==> config.mk <==
export PLATFORM = sky130hd
export DESIGN_NAME = seq_gen
export DESIGN_NICKNAME = d
export VERILOG_FILES = /design/src/rtl/seq_gen.sv
export SDC_FILE = /design/constraint.sdc
export NUM_CORES = 1
export LEC_CHECK = 0
export CORE_MARGIN = 5
export CORE_UTILIZATION = 55
export CTS_BUF_LIST = sky130_fd_sc_hd__clkbuf_2 sky130_fd_sc_hd__clkbuf_4 sky130_fd_sc_hd__clkbuf_8
export DETAILED_ROUTE_END_ITERATION = 16
export HOLD_SLACK_MARGIN = 0.08
export PLACE_DENSITY = 0.92
export RECOVER_POWER = 50
export SLEW_MARGIN = 25
export SYNTH_ARGS = -nofsm -noshare
export SYNTH_HDL_FRONTEND = slang
export SYNTH_SLANG_ARGS = --single-unit
==> constraint.sdc <==
create_clock -name clk -period 2.8 [get_ports clk]
set_input_delay 0.56 -clock clk [delete_from_list [all_inputs] [get_ports clk]]
set_output_delay 0.56 -clock clk [all_outputs]
set_load 0.03 [all_outputs]
==> src/rtl/seq_gen.sv <==
// ---------------------------------------------------------------------------
// seq_gen
//   Serial pattern generator. When start is accepted in IDLE, it captures a
//   bit pattern with its length, repetition count and inter-frame gap. It then
//   shifts the pattern out MSB first, once per repetition. The requested
//   number of idle cycles separates consecutive frames. A single done pulse
//   follows the last bit of the last frame.
//
//   State | Meaning
//   ------+-----------------------------------------------------------------
//   IDLE  | waiting for start; outputs all low
//   SHIFT | driving pattern bit (len_reg - bitcnt) with valid=1
//   GAP   | idle spacing between repetitions, gap_reg cycles long
//   DONE  | one-cycle done pulse, then back to IDLE
//
// Parameters
//   PW : pattern register width (power of two, 2..16)
//   LW : length field width, log2(PW)
//
// Ports
//   clk     in   1   system clock, rising edge
//   rst     in   1   synchronous active-high reset
//   start   in   1   transmit request, accepted only in IDLE
//   pattern in   PW  bit pattern, captured on accepted start
//   len     in   LW  pattern length minus 1
//   reps    in   4   repetition count minus 1
//   gap     in   2   idle cycles between repetitions
//   x       out  1   serial data, 0 when valid=0
//   valid   out  1   x carries a pattern bit
//   busy    out  1   high in every state except IDLE
//   done    out  1   one-cycle pulse after the final bit
// ---------------------------------------------------------------------------
module seq_gen #(
    parameter int PW = 8,
    parameter int LW = 3
) (
    input  logic          clk,
    input  logic          rst,
    input  logic          start,
    input  logic [PW-1:0] pattern,
    input  logic [LW-1:0] len,
    input  logic [3:0]    reps,
    input  logic [1:0]    gap,
    output logic          x,
    output logic          valid,
    output logic          busy,
    output logic          done
);

    typedef enum logic [1:0] {
        S_IDLE  = 2'd0,
        S_SHIFT = 2'd1,
        S_GAP   = 2'd2,
        S_DONE  = 2'd3
    } state_t;

    state_t        r_state;
    state_t        w_state_nxt;

    logic [PW-1:0] r_pattern;
    logic [LW-1:0] r_len;
    logic [3:0]    r_reps;
    logic [1:0]    r_gap;
    logic [LW-1:0] r_bitcnt;
    logic [3:0]    r_repcnt;
    logic [1:0]    r_gapcnt;

    logic [PW-1:0] w_pattern_nxt;
    logic [LW-1:0] w_len_nxt;
    logic [3:0]    w_reps_nxt;
    logic [1:0]    w_gap_nxt;
    logic [LW-1:0] w_bitcnt_nxt;
    logic [3:0]    w_repcnt_nxt;
    logic [1:0]    w_gapcnt_nxt;

    logic [LW-1:0] w_bit_idx;
    logic          w_frame_end;
    logic          w_last_rep;

    // Counting bitcnt up and indexing from len_reg down sends MSB first.
    // The index stays within range because bitcnt never exceeds len_reg.
    assign w_bit_idx   = r_len - r_bitcnt;
    assign w_frame_end = (r_bitcnt == r_len);
    assign w_last_rep  = (r_repcnt == r_reps);

    // -----------------------------------------------------------------------
    // State and datapath registers
    // -----------------------------------------------------------------------
    always_ff @(posedge clk) begin
        if (rst) begin
            r_state   <= S_IDLE;
            r_pattern <= '0;
            r_len     <= '0;
            r_reps    <= '0;
            r_gap     <= '0;
            r_bitcnt  <= '0;
            r_repcnt  <= '0;
            r_gapcnt  <= '0;
        end else begin
            r_state   <= w_state_nxt;
            r_pattern <= w_pattern_nxt;
            r_len     <= w_len_nxt;
            r_reps    <= w_reps_nxt;
            r_gap     <= w_gap_nxt;
            r_bitcnt  <= w_bitcnt_nxt;
            r_repcnt  <= w_repcnt_nxt;
            r_gapcnt  <= w_gapcnt_nxt;
        end
    end

    // -----------------------------------------------------------------------
    // Next-state and datapath update
    // -----------------------------------------------------------------------
    always_comb begin
        w_state_nxt   = r_state;
        w_pattern_nxt = r_pattern;
        w_len_nxt     = r_len;
        w_reps_nxt    = r_reps;
        w_gap_nxt     = r_gap;
        w_bitcnt_nxt  = r_bitcnt;
        w_repcnt_nxt  = r_repcnt;
        w_gapcnt_nxt  = r_gapcnt;

        case (r_state)
            S_IDLE: begin
                if (start) begin
                    w_pattern_nxt = pattern;
                    w_len_nxt     = len;
                    w_reps_nxt    = reps;
                    w_gap_nxt     = gap;
                    w_bitcnt_nxt  = '0;
                    w_repcnt_nxt  = '0;
                    w_gapcnt_nxt  = '0;
                    w_state_nxt   = S_SHIFT;
                end
            end

            S_SHIFT: begin
                if (!w_frame_end) begin
                    w_bitcnt_nxt = r_bitcnt + LW'(1);
                end else if (w_last_rep) begin
                    w_state_nxt = S_DONE;
                end else if (r_gap == 2'd0) begin
                    // Next frame starts on the very next cycle, no bubble.
                    w_bitcnt_nxt = '0;
                    w_repcnt_nxt = r_repcnt + 4'd1;
                end else begin
                    // Down-counter reaches zero in the last GAP cycle.
                    w_gapcnt_nxt = r_gap - 2'd1;
                    w_state_nxt  = S_GAP;
                end
            end

            S_GAP: begin
                if (r_gapcnt == 2'd0) begin
                    w_bitcnt_nxt = '0;
                    w_repcnt_nxt = r_repcnt + 4'd1;
                    w_state_nxt  = S_SHIFT;
                end else begin
                    w_gapcnt_nxt = r_gapcnt - 2'd1;
                end
            end

            S_DONE: begin
                w_state_nxt = S_IDLE;
            end

            default: begin
                w_state_nxt = S_IDLE;
            end
        endcase
    end

    // -----------------------------------------------------------------------
    // Moore outputs: decoded from registers only
    // -----------------------------------------------------------------------
    always_comb begin
        valid = (r_state == S_SHIFT);
        busy  = (r_state != S_IDLE);
        done  = (r_state == S_DONE);
        x     = valid & r_pattern[w_bit_idx];
    end

endmodule

==> results of run 1 <==
-- flip-flops by register name (all words and copies together) (netlist names) --
signal     flops
r_repcnt       4
r_bitcnt       3
r_reps         4
r_len          3
r_gap          2
r_gapcnt       2
r_pattern      8
r_state        2
-- worst min-delay path: stages, from the launching register on --
cell	delay (ns)
dfxtp_1	0.34
nand2_1	0.05
a21oi_1	0.05
-- metal layers --
metal  share of wire (%)  up-vias  global-route usage [%]
met5                   0        -                       0
met4                 1.6        0                   8.182
met3                 6.3        5                   2.479
met2                  50       50                   34.17
met1                  43      649                   27.03
li1                    -      681                       -
-- cells by family (layout without fill, tap and decap cells) --
| kind of cell | count (synthesis) | after routing |
|---|---|---|
| buffers and inverters | 15 | 39 |
| muxes | 6 | 6 |
| and+or+nand+nor | 72 | 72 |
| adders and majority gates | 9 | 9 |
| AOI/OAI and AO/OA | 47 | 47 |
| xor gates and xnor gates | 6 | 6 |
| DFF | 28 | 28 |
-- cell usage after synthesis (2+ instances only) --
cell,number,area (um2)
clkbuf_1,6,22.52
inv_1,8,30.03
nor2_1,10,37.54
mux4_2,2,45.04
mux2_2,2,22.52
nand4_1,4,25.02
nor3_1,2,10.01
o21ai_0,7,35.03
mux2i_1,2,20.02
o31ai_1,2,15.01
ha_1,8,100.1
xor2_1,6,52.55
nor2b_1,3,18.77
nand3_1,2,10.01
nand2_1,40,150.1
and2_1,4,25.02
dfxtp_1,28,560.5
a21oi_1,28,140.1
-- area by class of cell --
type | instances | area share (%)
multi-input combinational | 140 | 48.79
sequential | 28 | 31.19
timing repair buffer | 27 | 14.28
tap | 30 | 2.079
clock buffer | 4 | 2.010
inverter | 8 | 1.663
-- final timing paths --
kind	from	end	slack, ns
worst max register to register	r_repcnt[2]	r_repcnt[2]	0.84
worst max-delay path	r_len[0]	x	-0.06
worst min-delay path	r_pattern[6]	r_pattern[6]	0.48
worst min register to register	r_pattern[6]	r_pattern[6]	0.48
-- metrics by stage --
stage               instance area, um2  cells
floorplan                         1485    183
global placement                  1757    233
detailed placement                1757    233
CTS                               1805    237
global route                      1805    237
finish                            1805    237
-- repair_timing --
| action | 4_1_cts | 5_1_grt |
|---|---|---|
| gates resized for setup | 12 | 0 |
| pin swaps | 2 | 1 |
| endpoints found under the setup margin | 1 | 1 |
-- power by group --
group | leakage [nW] | switching, mW | total [mW] | internal (mW)
sequential | 0.230 | 0.0692 | 0.548 | 0.479
combinational | 0.474 | 0.511 | 0.868 | 0.357
clock | 0.0210 | 0.120 | 0.200 | 0.0797
total | 0.724 | 0.700 | 1.62 | 0.916
==> metrics, run 1 <==
clk_lat worst skew=0.33 ns; failing checks=setup timing; Crit. End Element=primary output; htree depth=1; final HPWL from detailed placement=2517 um; setup bufs post-CTS=0; Slew @ Worst Pin=0.9071 ns; first-pass GRT wire length=5968 um; MaxCap Viol Count=0; commonest non-fill, non-tap cell in the layout=nand2_1; clk root buf=clkbuf_4; final setup fails=1; sequential fraction of the synthesis area=37.74%; Antenna Violating Nets Remaining=0; Compound-Gate Fraction of Synth Area=18.70%; IO Pins=24; initial core utilization=58.88%; hold path depth=2; pre-CTS WS=-0.1406 ns; slew margin rel.=39.49%; Primary FF master, synth=dfxtp_1; crit path buf inv count=3; mean number of vias per cell=5.844; total track usage=20.57%; Fill cells=202; initial antenna violation count=0; GP Congestion=0.8281; PortBufs=23; flop and latch count out of synthesis=28; CP Depth=8; crit-path max FO=2; DR vias=1385; Avg Inst Size Synth=8.116 um2; final hold vios=0; maximum buffer depth of the clock tree=2; critical path's largest stage delay=0.52 ns; 1st-iter DRT viols=84; Crit path top cell by count=inv_2; post-synth cell types=37; Post-Synthesis Cells=183; Peak VDD IR=0.7431 mV; register area=563.0 um2; Die X=61.97 um; CP Launch Type=flop; Clock transition at path regs=0.15 ns; grt ovf=0; Hold Crit Class=reg -> reg; hold buffer count at cts=0; Final Core Density=71.58%; Post-Route Setup TNS=-0.06365 ns; delay-heaviest family, CP=multiplexers; crit path DAT=2.30 ns; Crit-path slowest cell=fa_1; DRC errors left=0; Post-Synth Adder-Cell Area=8.088%; count of warnings emitted by yosys=0; crit-path cells=inv_2 > ha_4 > inv_2 > fa_1 > mux4_2 > mux2i_1 > nor2b_1 > buf_4; most frequent cells in the layout=nand2_1, a21oi_1, dfxtp_1, clkdlybuf4s50_1, nor2_1; Layout area overhead=21.57%; Lkg Pwr=0.7245 nW; largest net degree at the start of global routing=29; multiplexer share of the synthesized area=5.897%; Clock Sinks=28; core area=0.002522 mm2; run status=finished with violations; Pins Over Slew Limit=0; Design Power=1.616 mW; Mapped Area=0.001485 mm2; Detailed Routing Iterations Pass 1=4; Worst Skew=0.001693 ns; Total Wirelength=3402 um; final setup margin=-0.06365 ns; die area=0.003840 mm2; Worst Reg-to-Reg Cells=5; layout cell share with drive strength beyond 1=10.63%; Setup Crit Path Kind=reg -> out; RSZ-0062 raised after global routing=yes; Syn Nets=212; Period Utilization, post-route=102.3%; CP required=2.24 ns; Synth Area in Simple Gates=22.24%; final net count=237; vias in the first global route=1350; Post-synth EDFFs=0; Die Span Y=61.97 um; antenna cells=0; Period minus WS final=2.864 ns; Post-Synth XOR/XNOR Area=3.538%; pwr dens=895.1 mW/mm2; Core Rows=18; Avg WL per Cell=14.35 um; worst hold slack=0.4751 ns; Achievable Freq=349.2 MHz; CTS tree=built; area of the multi-input gates=880.8 um2; ys async rst share=0%; largest family of logic cells by synthesized area=simple AND/OR/NAND/NOR gates; cts bufs inserted=3
(Power assumes the default switching activity.)
==> inputs of run 2 (changes only) <==
--- a/config.mk
+++ b/config.mk
@@ -5,6 +5,7 @@
 export SDC_FILE = /design/constraint.sdc
 export NUM_CORES = 1
 export LEC_CHECK = 0
+export CAP_MARGIN = 5
 export CORE_MARGIN = 5
 export CORE_UTILIZATION = 55
 export CTS_BUF_LIST = sky130_fd_sc_hd__clkbuf_2 sky130_fd_sc_hd__clkbuf_4 sky130_fd_sc_hd__clkbuf_8
@@ -12,6 +13,7 @@
 export HOLD_SLACK_MARGIN = 0.08
 export PLACE_DENSITY = 0.92
 export RECOVER_POWER = 50
+export REMOVE_ABC_BUFFERS = 1
 export SLEW_MARGIN = 25
 export SYNTH_ARGS = -nofsm -noshare
 export SYNTH_HDL_FRONTEND = slang
==> metrics, run 2 (same netlist as run 1, synthesis figures left out) <==
Die Span Y=61.97 um; htree depth=1; MaxCap Viol Count=0; crit path buf inv count=3; Top reg by flops=r_pattern; crit path DAT=2.41 ns; Avg WL per Cell=15.31 um; Period minus WS final=2.974 ns; delay-heaviest family, CP=multiplexers; most frequent cells in the layout=nand2_1, a21oi_1, dfxtp_1, clkdlybuf4s50_1, nor2_1; Post-Route Setup TNS=-0.1740 ns; CP Launch Type=flop; Die X=61.97 um; total track usage=21.25%; pre-CTS WS=-0.2032 ns; commonest non-fill, non-tap cell in the layout=nand2_1; met3 WL=187 um; core area=0.002522 mm2; Achievable Freq=336.3 MHz; hold path start=r_pattern[2]; Clk network pwr share=15.6%; Core Rows=18; Crit-path slowest cell=fa_2; Cell Area, Placed=0.001757 mm2; vias in the first global route=1330; cts bufs inserted=3; cell area after layout=0.001839 mm2; DR vias=1424; DRC errors left=0; crit-path max FO=2; first-pass GRT wire length=6009 um; initial core utilization=58.88%; final net count=239; Antenna Violating Nets Remaining=0; die area=0.003840 mm2; Clock Sinks=28; PortBufs=23; CTS tree=built; Comb power frac=52.6%; hold path depth=2; run status=finished with violations; registers with the most flip-flops=r_pattern: 8 flops, r_repcnt: 4 flops, r_reps: 4 flops; CP required=2.24 ns; Slew @ Worst Pin=0.9442 ns; final setup margin=-0.1740 ns; # placed instances=233; Net Switching=720.4 uW; slew margin rel.=37.02%; Sw Share=42.03%; clk root buf=clkbuf_4; GP Congestion=0.8317; layout cell share with drive strength beyond 1=11.96%; final hold vios=0; 1st-iter DRT viols=72; RSZ-0062 raised after global routing=yes; WL met2=1804 um; r2r setup slk=0.81 ns; worst hold slack=0.4785 ns; Clock transition at path regs=0.16 ns; Crit. End Element=primary output; highest metal used=met4; pwr dens=931.9 mW/mm2; Worst Reg-to-Reg Cells=7; Hold Crit Class=reg -> reg; Largest register FFs=8; Peak VDD IR=0.6763 mV; failing checks=setup timing; Flop pwr share=31.8%; Setup Crit Path Kind=reg -> out; Period Utilization, post-route=106.2%; critical path's largest stage delay=0.56 ns; Crit path top cell by count=inv_2; Final Core Density=72.92%; final cell count without fillers=239; Design Power=1.714 mW; maximum buffer depth of the clock tree=2; crit-path cells=inv_2 > ha_4 > inv_2 > fa_2 > mux4_2 > mux2i_1 > nor2b_1 > buf_4; Layout area overhead=23.84%; Int Power=993.6 uW; Pins Over Slew Limit=0; hold buffer count at cts=0; Total Wirelength=3659 um; met1 WL=1521 um; grt ovf=0; Worst Skew=0.01682 ns; final HPWL from detailed placement=2589 um; end of the worst hold path=r_pattern[2]; initial antenna violation count=0; IO Pins=24; clk_lat worst skew=0.34 ns; antenna cells=0; final setup fails=1; largest net degree at the start of global routing=18; mean number of vias per cell=5.958; FF-to-FF Start=r_bitcnt[1]; Detailed Routing Iterations Pass 1=4; r2r endpoint=r_repcnt[0]; Lkg Pwr=0.7414 nW
run 2: routing by layer:
| layer | GRT usage [%] | vias to the layer above |
|---|---|---|
| met5 | 0 | - |
| met4 | 11.21 | 0 |
| met3 | 4.339 | 14 |
| met2 | 35.06 | 51 |
| met1 | 25.93 | 676 |
| li1 | - | 683 |
run 2: tightest hold or removal path, cell delays in order, from the launching register on:
cell and delay, ns:
dfxtp_1 0.35, nand2_1 0.05, a21oi_1 0.05
run 2: area by class of cell:
type	count	area, um2
clock buffer	3	22.52
multi-input combinational	140	883.3
clock inverter	1	30.03
tap	30	37.54
sequential	28	563.0
fill	186	683.2
timing repair buffer	29	272.8
inverter	8	30.03
run 2: what timing repair did:
item,in CTS,in global routing
resized for setup,12,1
setup endpoints to repair,1,1
buffers inserted,2,0
pin swaps,2,1
run 2: worst max path at each step:
stage / end / depth (start not counted) / start
after floorplan: x / 7 / r_len[0]
after global placement: x / 8 / r_len[0]
after detailed placement: x / 8 / r_len[0]
after CTS: x / 8 / r_len[0]
after global routing: x / 8 / r_len[0]
final: x / 8 / r_len[0]
run 2: power by group through the flow:
stage	clock network, mW	logic [mW]	registers, mW
2_1_floorplan	0	0.619	0.532
3_3_place_gp	0	0.814	0.542
3_5_place_dp	0	0.856	0.549
4_1_cts	0.270	0.884	0.543
5_1_grt	0.283	0.991	0.555
6_report	0.267	0.902	0.545
==> inputs of run 3 (changes only) <==
--- a/config.mk
+++ b/config.mk
@@ -5,9 +5,10 @@
 export SDC_FILE = /design/constraint.sdc
 export NUM_CORES = 1
 export LEC_CHECK = 0
+export ABC_AREA = 1
 export CAP_MARGIN = 5
 export CORE_MARGIN = 5
-export CORE_UTILIZATION = 55
+export CORE_UTILIZATION = 56
 export CTS_BUF_LIST = sky130_fd_sc_hd__clkbuf_2 sky130_fd_sc_hd__clkbuf_4 sky130_fd_sc_hd__clkbuf_8
 export DETAILED_ROUTE_END_ITERATION = 16
 export HOLD_SLACK_MARGIN = 0.08
==> metrics, run 3 <==
first-pass GRT wire length=5727 um; Antenna Violating Nets Remaining=0; flop and latch count out of synthesis=28; grt ovf=0; htree depth=1; Detailed Routing Iterations Pass 1=4; Worst Skew=0.01551 ns; Clock Sinks=28; Post-Synth XOR/XNOR Area=1.570%; crit path DAT=2.10 ns; CP Launch Type=flop; final hold vios=0; Mapped Area=0.001674 mm2; Setup Crit Path Kind=reg -> out; r2r setup slk=0.94 ns; Primary FF master, synth=dfxtp_1; FF-to-FF Start=r_bitcnt[1]; Clock transition at path regs=0.16 ns; maximum buffer depth of the clock tree=2; Total Wirelength=3256 um; Synth Area in Simple Gates=35.43%; Post-Synth Adder-Cell Area=7.175%; mean number of vias per cell=5.088; 1st-iter DRT viols=116; most frequent cells in the layout=nand2_1, nor2_1, dfxtp_1; setup bufs post-CTS=0; final setup fails=0; Worst Reg-to-Reg Cells=10; die area=0.004183 mm2; pwr dens=1079 mW/mm2; Achievable Freq=375.3 MHz; largest family of logic cells by synthesized area=simple AND/OR/NAND/NOR gates; clk_lat worst skew=0.34 ns; initial antenna violation count=0; Layout area overhead=18.39%; Post-synth EDFFs=0; Core Rows=19; Critical Path Sink=x; Avg Inst Size Synth=6.918 um2; Final Core Density=70.65%; Die X=64.68 um; Hold Crit Class=reg -> reg; GP Congestion=0.8723; count of warnings emitted by yosys=0; core area=0.002805 mm2; DRC errors left=0; Slew @ Worst Pin=0.4196 ns; Post-Synthesis Cells=242; vias in the first global route=1350; Largest register FFs=8; cts bufs inserted=3; IO Pins=24; # placed instances=293; r2r endpoint=r_repcnt[2]; post-synth cell types=29; Die Span Y=64.68 um; final cell count without fillers=297; multiplexer share of the synthesized area=0%; total track usage=16.88%; Compound-Gate Fraction of Synth Area=13.68%; slew margin rel.=72.03%; Avg WL per Cell=10.96 um; CP required=2.24 ns; crit-path max FO=3; top-count cell post-synth=nand2_1; post-synth top area share=33.48%; final net count=296; layout cell share with drive strength beyond 1=13.91%; ys async rst share=0%; clk root buf=clkbuf_4; crit path launch=r_len[0]; Period minus WS final=2.664 ns; area leader, netlist=dfxtp_1; sequential fraction of the synthesis area=33.48%; hold buffer count at cts=0; RSZ-0062 raised after global routing=no; Lkg Pwr=0.9148 nW; Design Power=2.138 mW; synth cell count leaders=nand2_1, nor2_1, dfxtp_1; run status=finished clean; largest net degree at the start of global routing=17; Peak VDD IR=0.6053 mV; MaxCap Viol Count=0; antenna cells=0; Crit. End Element=primary output; CTS tree=built; Period Utilization, post-route=95.16%; commonest non-fill, non-tap cell in the layout=nand2_1; Top reg by flops=r_pattern; registers with the most flip-flops=r_pattern: 8 flops, r_repcnt: 4 flops, r_reps: 4 flops; synth top area cells=dfxtp_1, nand2_1, nor2_1; Fill cells=241; DR vias=1511; final HPWL from detailed placement=2590 um; PortBufs=23; initial core utilization=59.68%; Pins Over Slew Limit=0
==> run 3: worst min path at each step <==
stage	start	to	slack [ns]	depth (start not counted)
after floorplan	r_len[0]	r_len[0]	0.44	2
after CTS	r_len[0]	r_len[0]	0.48	2
after global placement	r_len[0]	r_len[0]	0.45	2
after global routing	r_reps[2]	r_reps[2]	0.51	2
final	r_reps[0]	r_reps[0]	0.48	2
after detailed placement	r_len[0]	r_len[0]	0.46	2
==> run 3: area by class of cell <==
class,count,area [um2],area share [%]
multi-input combinational,176,957.2,48.30
sequential,28,563.0,28.41
timing repair buffer,26,250.2,12.63
inverter,32,120.1,6.061
tap,31,38.79,1.957
clock inverter,1,30.03,1.515
clock buffer,3,22.52,1.136
==> run 3: kinds of logic (layout without fill, tap and decap cells) <==
family | count (synthesis) | count (layout)
AOI/OAI and AO/OA | 41 | 41
xor gates and xnor gates | 3 | 3
adders and majority gates | 9 | 9
buffers and inverters | 38 | 62
DFF | 28 | 28
and+or+nand+nor | 123 | 123
==> run 3: layer usage <==
layer | share of wire [%] | vias to the layer above | track usage, %
li1 | - | 801 | -
met1 | 47 | 679 | 22.45
met2 | 48 | 25 | 27.71
met3 | 3.4 | 6 | 2.763
met4 | 1.3 | 0 | 6.069
met5 | 0 | - | 0
==> run 3: power by group <==
group          switching [mW]  internal (mW)
clock network           0.124          0.145
logic                   0.761          0.498
registers              0.0917          0.518
total                   0.977           1.16
==> run 3: critical path, cell delays in order, from the launching register on <==
cell	delay (ns)
dfxtp_2	0.35
inv_2	0.07
ha_4	0.13
inv_2	0.03
fa_1	0.49
inv_2	0.09
o21ai_1	0.06
o22ai_1	0.17
o21ai_1	0.10
a21oi_2	0.13
buf_6	0.14
==> run 3: repair_timing <==
| action | in CTS | in global routing |
|---|---|---|
| gates resized for setup | 5 | 13 |
| endpoints found under the setup margin | 1 | 1 |
| pin swaps | 0 | 3 |
==> run 3: through the flow <==
stage               TNS [ns]  hold slack [ns]  worst slack (ns)  area [um2]
floorplan                  0           0.4376            0.3794        1649
global route               0           0.5147           0.01586        1982
finish                     0           0.4813            0.1356        1982
CTS                        0           0.4760           0.02691        1988
global placement           0           0.4502           0.02295        1941
detailed placement  -0.01167           0.4560          -0.01167        1941
